===== config.mk =====
export PLATFORM = sky130hd
export DESIGN_NAME = request_holder
export DESIGN_NICKNAME = d
export VERILOG_FILES = /design/src/rtl/request_holder.sv
export SDC_FILE = /design/constraint.sdc
export NUM_CORES = 1
export LEC_CHECK = 0
export ABC_AREA = 1
export BUFFER_PORTS_ARGS = -buffer_cell sky130_fd_sc_hd__clkbuf_2
export CAP_MARGIN = 25
export CORE_ASPECT_RATIO = 2
export CORE_UTILIZATION = 59
export CTS_CLUSTER_DIAMETER = 120
export DETAILED_ROUTE_END_ITERATION = 12
export GPL_TIMING_DRIVEN = 0
export PLACE_DENSITY = 0.82
export SLEW_MARGIN = 15
export SYNTH_ARGS = -nofsm -noshare
export SYNTH_HDL_FRONTEND = slang
export SYNTH_SLANG_ARGS = --single-unit

===== constraint.sdc =====
create_clock -name clk -period 3.2 [get_ports clk]
set_clock_uncertainty 0.2 [all_clocks]
set_input_delay 0.48 -clock clk [delete_from_list [all_inputs] [get_ports clk]]
set_output_delay 0.48 -clock clk [all_outputs]
set_load 0.01 [all_outputs]

===== src/rtl/request_holder.sv =====
`default_nettype none
// ============================================================================
//  Module      : request_holder
//  Description : Front end of the 4-way arbiter. Turns single-cycle request
//                pulses into level requests backed by per-client pending
//                counters, retires one request per valid grant, and raises
//                overflow, starvation and illegal-grant flags.
//  Revision    : 1.0 - initial release
// ============================================================================
module request_holder #(
    parameter int NUM_REQ      = 4,
    parameter int CNT_W        = 3,
    parameter int STARVE_LIMIT = 15
) (
    input  logic                     clk,
    input  logic                     rst,
    input  logic [NUM_REQ-1:0]       req_pulse_i,
    input  logic [NUM_REQ-1:0]       grant_i,
    output logic [NUM_REQ-1:0]       request_o,
    output logic [NUM_REQ*CNT_W-1:0] pending_cnt_o,
    output logic [NUM_REQ-1:0]       overflow_o,
    output logic [NUM_REQ-1:0]       starve_o,
    output logic                     grant_err_o
);

    localparam int                  c_WAIT_W   = $clog2(STARVE_LIMIT + 1);
    localparam logic [CNT_W-1:0]    c_CNT_MAX  = {CNT_W{1'b1}};
    localparam logic [CNT_W-1:0]    c_CNT_ONE  = CNT_W'(1);
    localparam logic [c_WAIT_W-1:0] c_WAIT_MAX = c_WAIT_W'(STARVE_LIMIT);
    localparam logic [c_WAIT_W-1:0] c_WAIT_ONE = c_WAIT_W'(1);
    localparam logic [NUM_REQ-1:0]  c_REQ_ONE  = NUM_REQ'(1);

    // Registered state
    logic [NUM_REQ-1:0][CNT_W-1:0]    r_cnt;
    logic [NUM_REQ-1:0][c_WAIT_W-1:0] r_wait;
    logic [NUM_REQ-1:0]               r_ovf;
    logic [NUM_REQ-1:0]               r_starve;
    logic                             r_grant_err;

    // Decoded / combinational helpers
    logic [NUM_REQ-1:0] w_request;
    logic               w_grant_any;
    logic               w_grant_onehot;
    logic               w_grant_multi;
    logic               w_grant_unreq;
    logic [NUM_REQ-1:0] w_retire;

    // Level request is a pure decode of the pending counters, so it only
    // moves on a clock edge and never follows an input combinationally.
    genvar gk;
    generate
        for (gk = 0; gk < NUM_REQ; gk++) begin : g_req_decode
            assign w_request[gk] = (r_cnt[gk] != '0);
        end
    endgenerate

    // A grant is usable only when exactly one line is set; a multi-bit grant
    // is treated as garbage and retires nothing anywhere.
    assign w_grant_any    = |grant_i;
    assign w_grant_onehot = w_grant_any && ((grant_i & (grant_i - c_REQ_ONE)) == '0);
    assign w_grant_multi  = w_grant_any && !w_grant_onehot;
    assign w_grant_unreq  = |(grant_i & ~w_request);
    assign w_retire       = w_grant_onehot ? (grant_i & w_request) : '0;

    // Pending counters, sticky overflow, wait counters and starvation flags
    always_ff @(posedge clk) begin
        if (rst) begin
            r_cnt    <= '0;
            r_wait   <= '0;
            r_ovf    <= '0;
            r_starve <= '0;
        end else begin
            for (int k = 0; k < NUM_REQ; k++) begin
                // A pulse coinciding with a retire cancels out; a pulse into a
                // full counter is dropped and recorded. Retire cannot underflow
                // because it requires a nonzero count.
                case ({req_pulse_i[k], w_retire[k]})
                    2'b10: begin
                        if (r_cnt[k] == c_CNT_MAX) begin
                            r_ovf[k] <= 1'b1;
                        end else begin
                            r_cnt[k] <= r_cnt[k] + c_CNT_ONE;
                        end
                    end
                    2'b01:   r_cnt[k] <= r_cnt[k] - c_CNT_ONE;
                    default: r_cnt[k] <= r_cnt[k];
                endcase

                // Wait time restarts whenever the client is idle or served.
                if (!w_request[k] || w_retire[k]) begin
                    r_wait[k] <= '0;
                end else if (r_wait[k] != c_WAIT_MAX) begin
                    r_wait[k] <= r_wait[k] + c_WAIT_ONE;
                end

                // Flag follows the wait counter by one cycle.
                r_starve[k] <= (r_wait[k] == c_WAIT_MAX);
            end
        end
    end

    // Illegal grant: more than one line, or a line for an idle client
    always_ff @(posedge clk) begin
        if (rst) begin
            r_grant_err <= 1'b0;
        end else begin
            r_grant_err <= w_grant_multi | w_grant_unreq;
        end
    end

    assign request_o     = w_request;
    assign pending_cnt_o = r_cnt;
    assign overflow_o    = r_ovf;
    assign starve_o      = r_starve;
    assign grant_err_o   = r_grant_err;

endmodule
`default_nettype wire


==> metrics.txt, run 1 <==
Crit-path slowest cell=dfxtp_1; number of H-tree levels=2; final max-slew violation count=0; via count=1805; 1st-iter DRT viols=47; gpl congestion=0.865; FILL cells=295; drt via density=5.44; Max VDD drop=0.438 mV; first-pass GRT wire length=7000 microns; crit-path leading delay family=simple AND/OR/NAND/NOR gates; register area share after synthesis=38.4%; Die W=42.4 microns; Reg clk slew, reported paths=0.07 ns; number of diodes=0; Post-Syn Nets=277; Final #Nets=318; footprint of the multi-input gates=998 sq um; FF/Latch Area=741 sq um; Routed Antenna Nets=0; clk_lat worst skew=0.29 ns; CP peak stage delay=0.42 ns; cell count after synthesis=259; RR Endpoint=pending_cnt_o[11]; area added between synthesis and finish=15.1%; maximum root-to-sink buffer count=2; I/O Buffers=34; Pleak=1.06 nW; status=completed; Max Fclk=480 MHz; DR WL/cell=11.8 microns; Crit. End Element=flip-flop; placed wire-length estimate=3030 microns; synthesized cell area=1930 sq um; Hold Path Origin=rst; CTS Root Cell=clkbuf_8; Buf/Inv on CP=2; Worst R2R Start=pending_cnt_o[9]; final hold vios=0; worst-path cell chain=nor2_1, a21oi_1, inv_1, nor2_4, nand2_2, fa_1, inv_1, nand4_1, a21oi_1, nor2_1; Sink Count=37; Final period util=65.1%; setup TNS=0 ns; clock buffer count from CTS=5; # Max-Cap Violations=0; fraction of the mapped netlist area in adder cells=6.75%; min cycle time layout=2.08 ns; Final Power=1.05 mW; share of layout cells above drive strength 1=23.9%; post-route DRC violation count=0; GRT Overall Usage=25.3%; CP Max Fanout=5; drt first pass iters=4; Levels on crit path=10; Arr. time, crit path=2.07 ns; hold endpoint=grant_err_o; initial antenna violation count=0; Synth Register Bits=37; Synth Area in Compound Gates=9.61%; Netlist cell types=23; vias in the first global route=1759; reg2reg path depth=10; Die Area=3510 sq um; Synth Warn #=0; final setup vio count=0; relative slew slack=84.3%; Initial Util=61.0%; commonest non-fill, non-tap cell in the layout=inv_1; area of the core=3160 sq um; multiplexer share of the synthesized area=0%; largest family of logic cells by synthesized area=simple AND/OR/NAND/NOR gates; final wirelength=3920 microns; PostCTS Resize Cnt=0; setup repair bufs after CTS=0; PwrDens=474 nW/um^2; XOR/XNOR Fraction of Synth Area=1.82%; worst hold path depth=2; WS Path Type=reg2reg; unrepaired setup endpoints after global routing=false; r2r setup slk=1.12 ns; # IOs=35; Worst setup SP type=flip-flop; largest net degree at the start of global routing=12; CTS tree=built; Hold Crit Class=in2reg; row cnt=29; most frequent cells in the layout=inv_1, dfxtp_1, nor2_1, clkbuf_2, nand3_1; Mapped Avg Cell Area=7.44 sq um; Die Y=82.8 microns; post-synthesis simple-gate area fraction=33.6%; Post-CTS Hold Buffers=0; Slew @ Worst Pin=0.235 ns; total grt overflow=0; CP required=3.19 ns
## cells by family (layout without fill, tap and decap cells)
group,Yosys count,in the layout
AOI/OAI and AO/OA,33,33
DFF,37,37
buffers and inverters,47,89
xor gates and xnor gates,4,4
and+or+nand+nor,130,130
adders and majority gates,8,8
## synthesized netlist by cell type
| master | count | area [sq um] |
|---|---|---|
| inv_2 | 4 | 15.0 |
| nand4_1 | 8 | 50.1 |
| nor2_4 | 4 | 45.0 |
| nand2_4 | 2 | 22.5 |
| xor2_1 | 4 | 35.0 |
| nor2_1 | 36 | 135 |
| ha_1 | 4 | 50.1 |
| a31oi_1 | 8 | 50.1 |
| nor3_1 | 4 | 20.0 |
| inv_1 | 41 | 154 |
| a21oi_1 | 13 | 65.1 |
| buf_4 | 1 | 7.51 |
| or2_2 | 8 | 50.1 |
| nor4_1 | 1 | 6.26 |
| o21ai_1 | 8 | 40.0 |
| dfxtp_1 | 37 | 741 |
| nand2_2 | 9 | 56.3 |
| buf_6 | 1 | 11.3 |
| nand2_1 | 24 | 90.1 |
| fa_1 | 4 | 80.1 |
| nand3_1 | 32 | 160 |
| o21a_1 | 4 | 30.0 |
| nor2_2 | 2 | 12.5 |
## through the flow
stage	setup WS (ns)	area, sq um	util, %	instances	hold slack (ns)
final	1.12	2220	70.3	332	0.240
after global routing	0.942	2220	70.3	332	0.241
after CTS	1.12	2220	70.3	332	0.235
after detailed placement	0.890	2140	67.7	324	0.253
after global placement	0.930	2140	67.7	324	0.249
after floorplan	1.16	1930	-	259	0.272
## worst max-delay path by stage
stage                                start  slack (ns)           endpoint
after floorplan                 grant_i[0]        1.16  pending_cnt_o[11]
after global placement          grant_i[3]        0.93   pending_cnt_o[2]
after detailed placement        grant_i[0]        0.89   pending_cnt_o[8]
after CTS                 pending_cnt_o[9]        1.12  pending_cnt_o[11]
after global routing      pending_cnt_o[9]        0.94  pending_cnt_o[11]
final                     pending_cnt_o[9]        1.12  pending_cnt_o[11]
## metal layers
metal	vias up	GRT usage (%)	share of wire [%]
met4	0	13.9	3.3
li1	923	-	-
met1	837	25.6	38
met3	10	6.09	3.9
met5	-	0	0
met2	35	45.0	54
## state kept, by name, indices dropped and copies added, names as in the netlist
register	flops
r_wait	16
pending_cnt_o	12
starve_o	4
overflow_o	4
grant_err_o	1
## area by class of cell
class	count	share of cell area, %
multi-input cells	175	45.0
well taps	31	1.75
inverters	45	7.61
plain buffers	2	0.846
repair buffers	34	7.67
clock inverters	2	0.451
clock buffers	6	3.27
flip-flops and latches	37	33.4
## worst reg2reg max path, cell delays in order (launching register included)
cell     delay (ns)
dfxtp_1        0.42
nor2_1         0.09
a21oi_1        0.18
inv_1          0.10
nor2_4         0.14
nand2_2        0.08
fa_1           0.39
inv_1          0.07
nand4_1        0.12
a21oi_1        0.14
nor2_1         0.05
## power breakdown
group | switching (mW) | internal (mW)
clock network | 0.162 | 0.151
logic | 0.138 | 0.0825
registers | 0.0297 | 0.489
total | 0.330 | 0.722
Note: power is estimated with default switching activity, not from simulation.
==> inputs of run 2 (changes only) <==
ABC_AREA = 0   (was 1)
CORE_UTILIZATION = 57   (was 59)
PLACE_DENSITY = 0.78   (was 0.82)
clock period = 2.1 ns   (was 3.2 ns; I/O delays follow)
==> run 2 against run 1 <==
- the run now ends with setup timing left
- cell count up 14%
- setup slack worse by 1.3 ns
- sequential power up 55%
- flip-flop and latch count unchanged
- critical path depth down 1
- core utilization up 5.4 points
- die area up 21%
- cell area up 31%
- clock power up 60%
- via count up 27%
- register-to-register slack worse by 1.2 ns
- synthesized area up 18%
- critical path type is now in2reg
- highest routed layer unchanged
==> metrics.txt, run 2 <==
number of synthesized flops with an enable pin=0; Pleak=1.17 nW; # IOs=35; Max Fclk=443 MHz; Synth Warn #=0; placed wire-length estimate=3740 microns; Most common cell on crit path=buf_6; Die W=46.7 microns; Post-synth top flop=dfxtp_1; total grt overflow=0; Netlist cell types=40; minimum hold slack=0.231 ns; largest net degree at the start of global routing=11; clk_lat worst skew=0.29 ns; dpl cells=359; relative slew slack=57.7%; Switching Fraction=31.4%; multiplexer share of the synthesized area=1.76%; final wirelength=5800 microns; FILL cells=301; gpl congestion=0.801; Final #Nets=347; number of non-filler instances in the completed layout=380; fin area=2910 sq um; Max VDD drop=0.448 mV; Die Area=4270 sq um; sequential power share=45.9%; 1st-iter DRT viols=84; maximum root-to-sink buffer count=2; Routed Antenna Nets=0; CP peak stage delay=0.59 ns; Crit. End Element=flip-flop; post-route DRC violation count=0; number of diodes=0; max reg flops=16; XOR/XNOR Fraction of Synth Area=3.08%; initial antenna violation count=0; Biggest register=r_wait; setup ws final=-0.155 ns; number of H-tree levels=2; drt via density=6.04; GRT Overall Usage=28.3%; Die Y=91.4 microns; Reg clk slew, reported paths=0.07 ns; Final Power=1.75 mW; Slew @ Worst Pin=0.635 ns; final hold vios=0; Buf/Inv on CP=2; Post-Route Utilization=75.7%; WS Path Type=in2reg; Hold Crit Class=in2reg; share of layout cells above drive strength 1=33.1%; share of flip-flops with an asynchronous set or reset=0%; setup TNS=-0.434 ns; final max-slew violation count=0; cell count after synthesis=277; row cnt=32; r2r setup slk=-0.10 ns; CTS Root Cell=clkbuf_8; CP Max Fanout=5; I/O Buffers=31; Synth Area in Compound Gates=24.6%; Sink Count=37; Arr. time, crit path=2.20 ns; commonest non-fill, non-tap cell in the layout=nor2_1; top-count cell post-synth=nor2_1; ranking of synthesized cells by area=dfxtp_1, nor2_1, o21ai_0; DR WL/cell=15.3 microns; area of the core=3840 sq um; commonest cells in the netlist=nor2_1, dfxtp_1, o21ai_0; post-synthesis simple-gate area fraction=24.0%; Post-CTS Hold Buffers=0; clock share of power=28.7%; via count=2295; CTS tree=built; # Max-Cap Violations=0; internal power=1.20 mW; setup slack at placement=-0.596 ns; Worst setup SP type=input pin; top-area cell type share of the netlist area=32.5%; unrepaired setup endpoints after global routing=true; Gate power share=25.4%; min cycle time layout=2.26 ns; worst-path cell chain=buf_6, buf_6, or4b_4, nor2_4, nand2_2, fa_2, o21ai_2, a32oi_1, a31oi_1; clock buffer count from CTS=5; area added between synthesis and finish=27.7%; crit-path leading delay family=simple AND/OR/NAND/NOR gates; most frequent cells in the layout=nor2_1, dfxtp_1, clkbuf_2, buf_4, inv_1; Final period util=107%; Initial Util=59.2%; largest family of logic cells by synthesized area=compound AO/OA/AOI/OAI gates; Post-Syn Nets=295; first-pass GRT wire length=9090 microns; synthesized cell area=2280 sq um; Crit-path slowest cell=fa_2; Synth Register Bits=37; fraction of the mapped netlist area in adder cells=5.71%; largest area contributor in the netlist=dfxtp_1; final setup vio count=5; Cell Area, Placed=2570 sq um; violated checks=setup timing; Mapped Avg Cell Area=8.22 sq um; CP required=2.05 ns; vias in the first global route=2064; register area share after synthesis=32.5%; Psw=0.548 mW; drt first pass iters=6; PwrDens=601 nW/um^2; status=complete, but fails checks
## run 2: changes by cell type in the layout (fill, tap and decap cells not counted), sizes merged, moves of 7 or more
cell,before,now
xnor2,0,8
inv,45,20
nor3,4,22
or2,8,0
a21oi,13,6
o21ai,8,24
a211oi,0,9
buf,2,30
nand3,32,9
nand4,8,0
nand2,35,9
## run 2: power by group through the flow
stage               Clock, mW  Combinational [mW]  Sequential [mW]
floorplan                   0               0.270            0.795
global placement            0               0.373            0.793
detailed placement          0               0.382            0.793
CTS                     0.510               0.411            0.790
global route            0.536               0.484            0.810
finish                  0.501               0.444            0.803
## run 2: path summary, 6_finish.rpt
| path | start | cells past startpoint | end |
|---|---|---|---|
| worst max-delay path | grant_i[3] | 9 | pending_cnt_o[4] |
| worst min register to register | overflow_o[2] | 2 | overflow_o[2] |
| worst max register to register | pending_cnt_o[5] | 8 | pending_cnt_o[4] |
| worst min-delay path | grant_i[0] | 3 | grant_err_o |
## run 2: kinds of logic (layout without fill, tap and decap cells)
| family | Yosys count | count (layout) |
|---|---|---|
| multiplexers | 4 | 4 |
| AO/OA/AOI/OAI | 79 | 79 |
| XOR/XNOR | 8 | 8 |
| flip-flops | 37 | 37 |
| adder cells (fa/ha/maj) | 8 | 8 |
| buffers and inverters | 38 | 90 |
| AND/OR/NAND/NOR | 103 | 103 |
## run 2: tightest hold or removal path, cell delays in order
cell	delay (ns)
buf_6	0.12
a21oi_1	0.12
a211oi_1	0.09
## run 2: cell type report
class,instances,area (sq um),share of cell area (%)
multi-input cells,202,1520,52.2
flip-flops and latches,37,743,25.5
repair buffers,55,352,12.1
clock buffers,7,86.3,2.97
inverters,20,75.1,2.58
plain buffers,8,70.1,2.41
well taps,51,63.8,2.19
## run 2: what timing repair did
| action | 4_1_cts | 5_1_grt |
|---|---|---|
| setup endpoints to repair | 10 | 7 |
| gates resized for setup | 16 | 25 |
| setup buffers | 19 | 5 |
| pin swaps | 15 | 18 |
## run 2: routing by layer
layer	global-route usage, %	wire length, microns	vias to the layer above
met5	0	0	-
li1	-	-	1115
met3	5.37	156	13
met2	48.7	3190	52
met1	30.8	2280	1115
met4	13.6	166	0
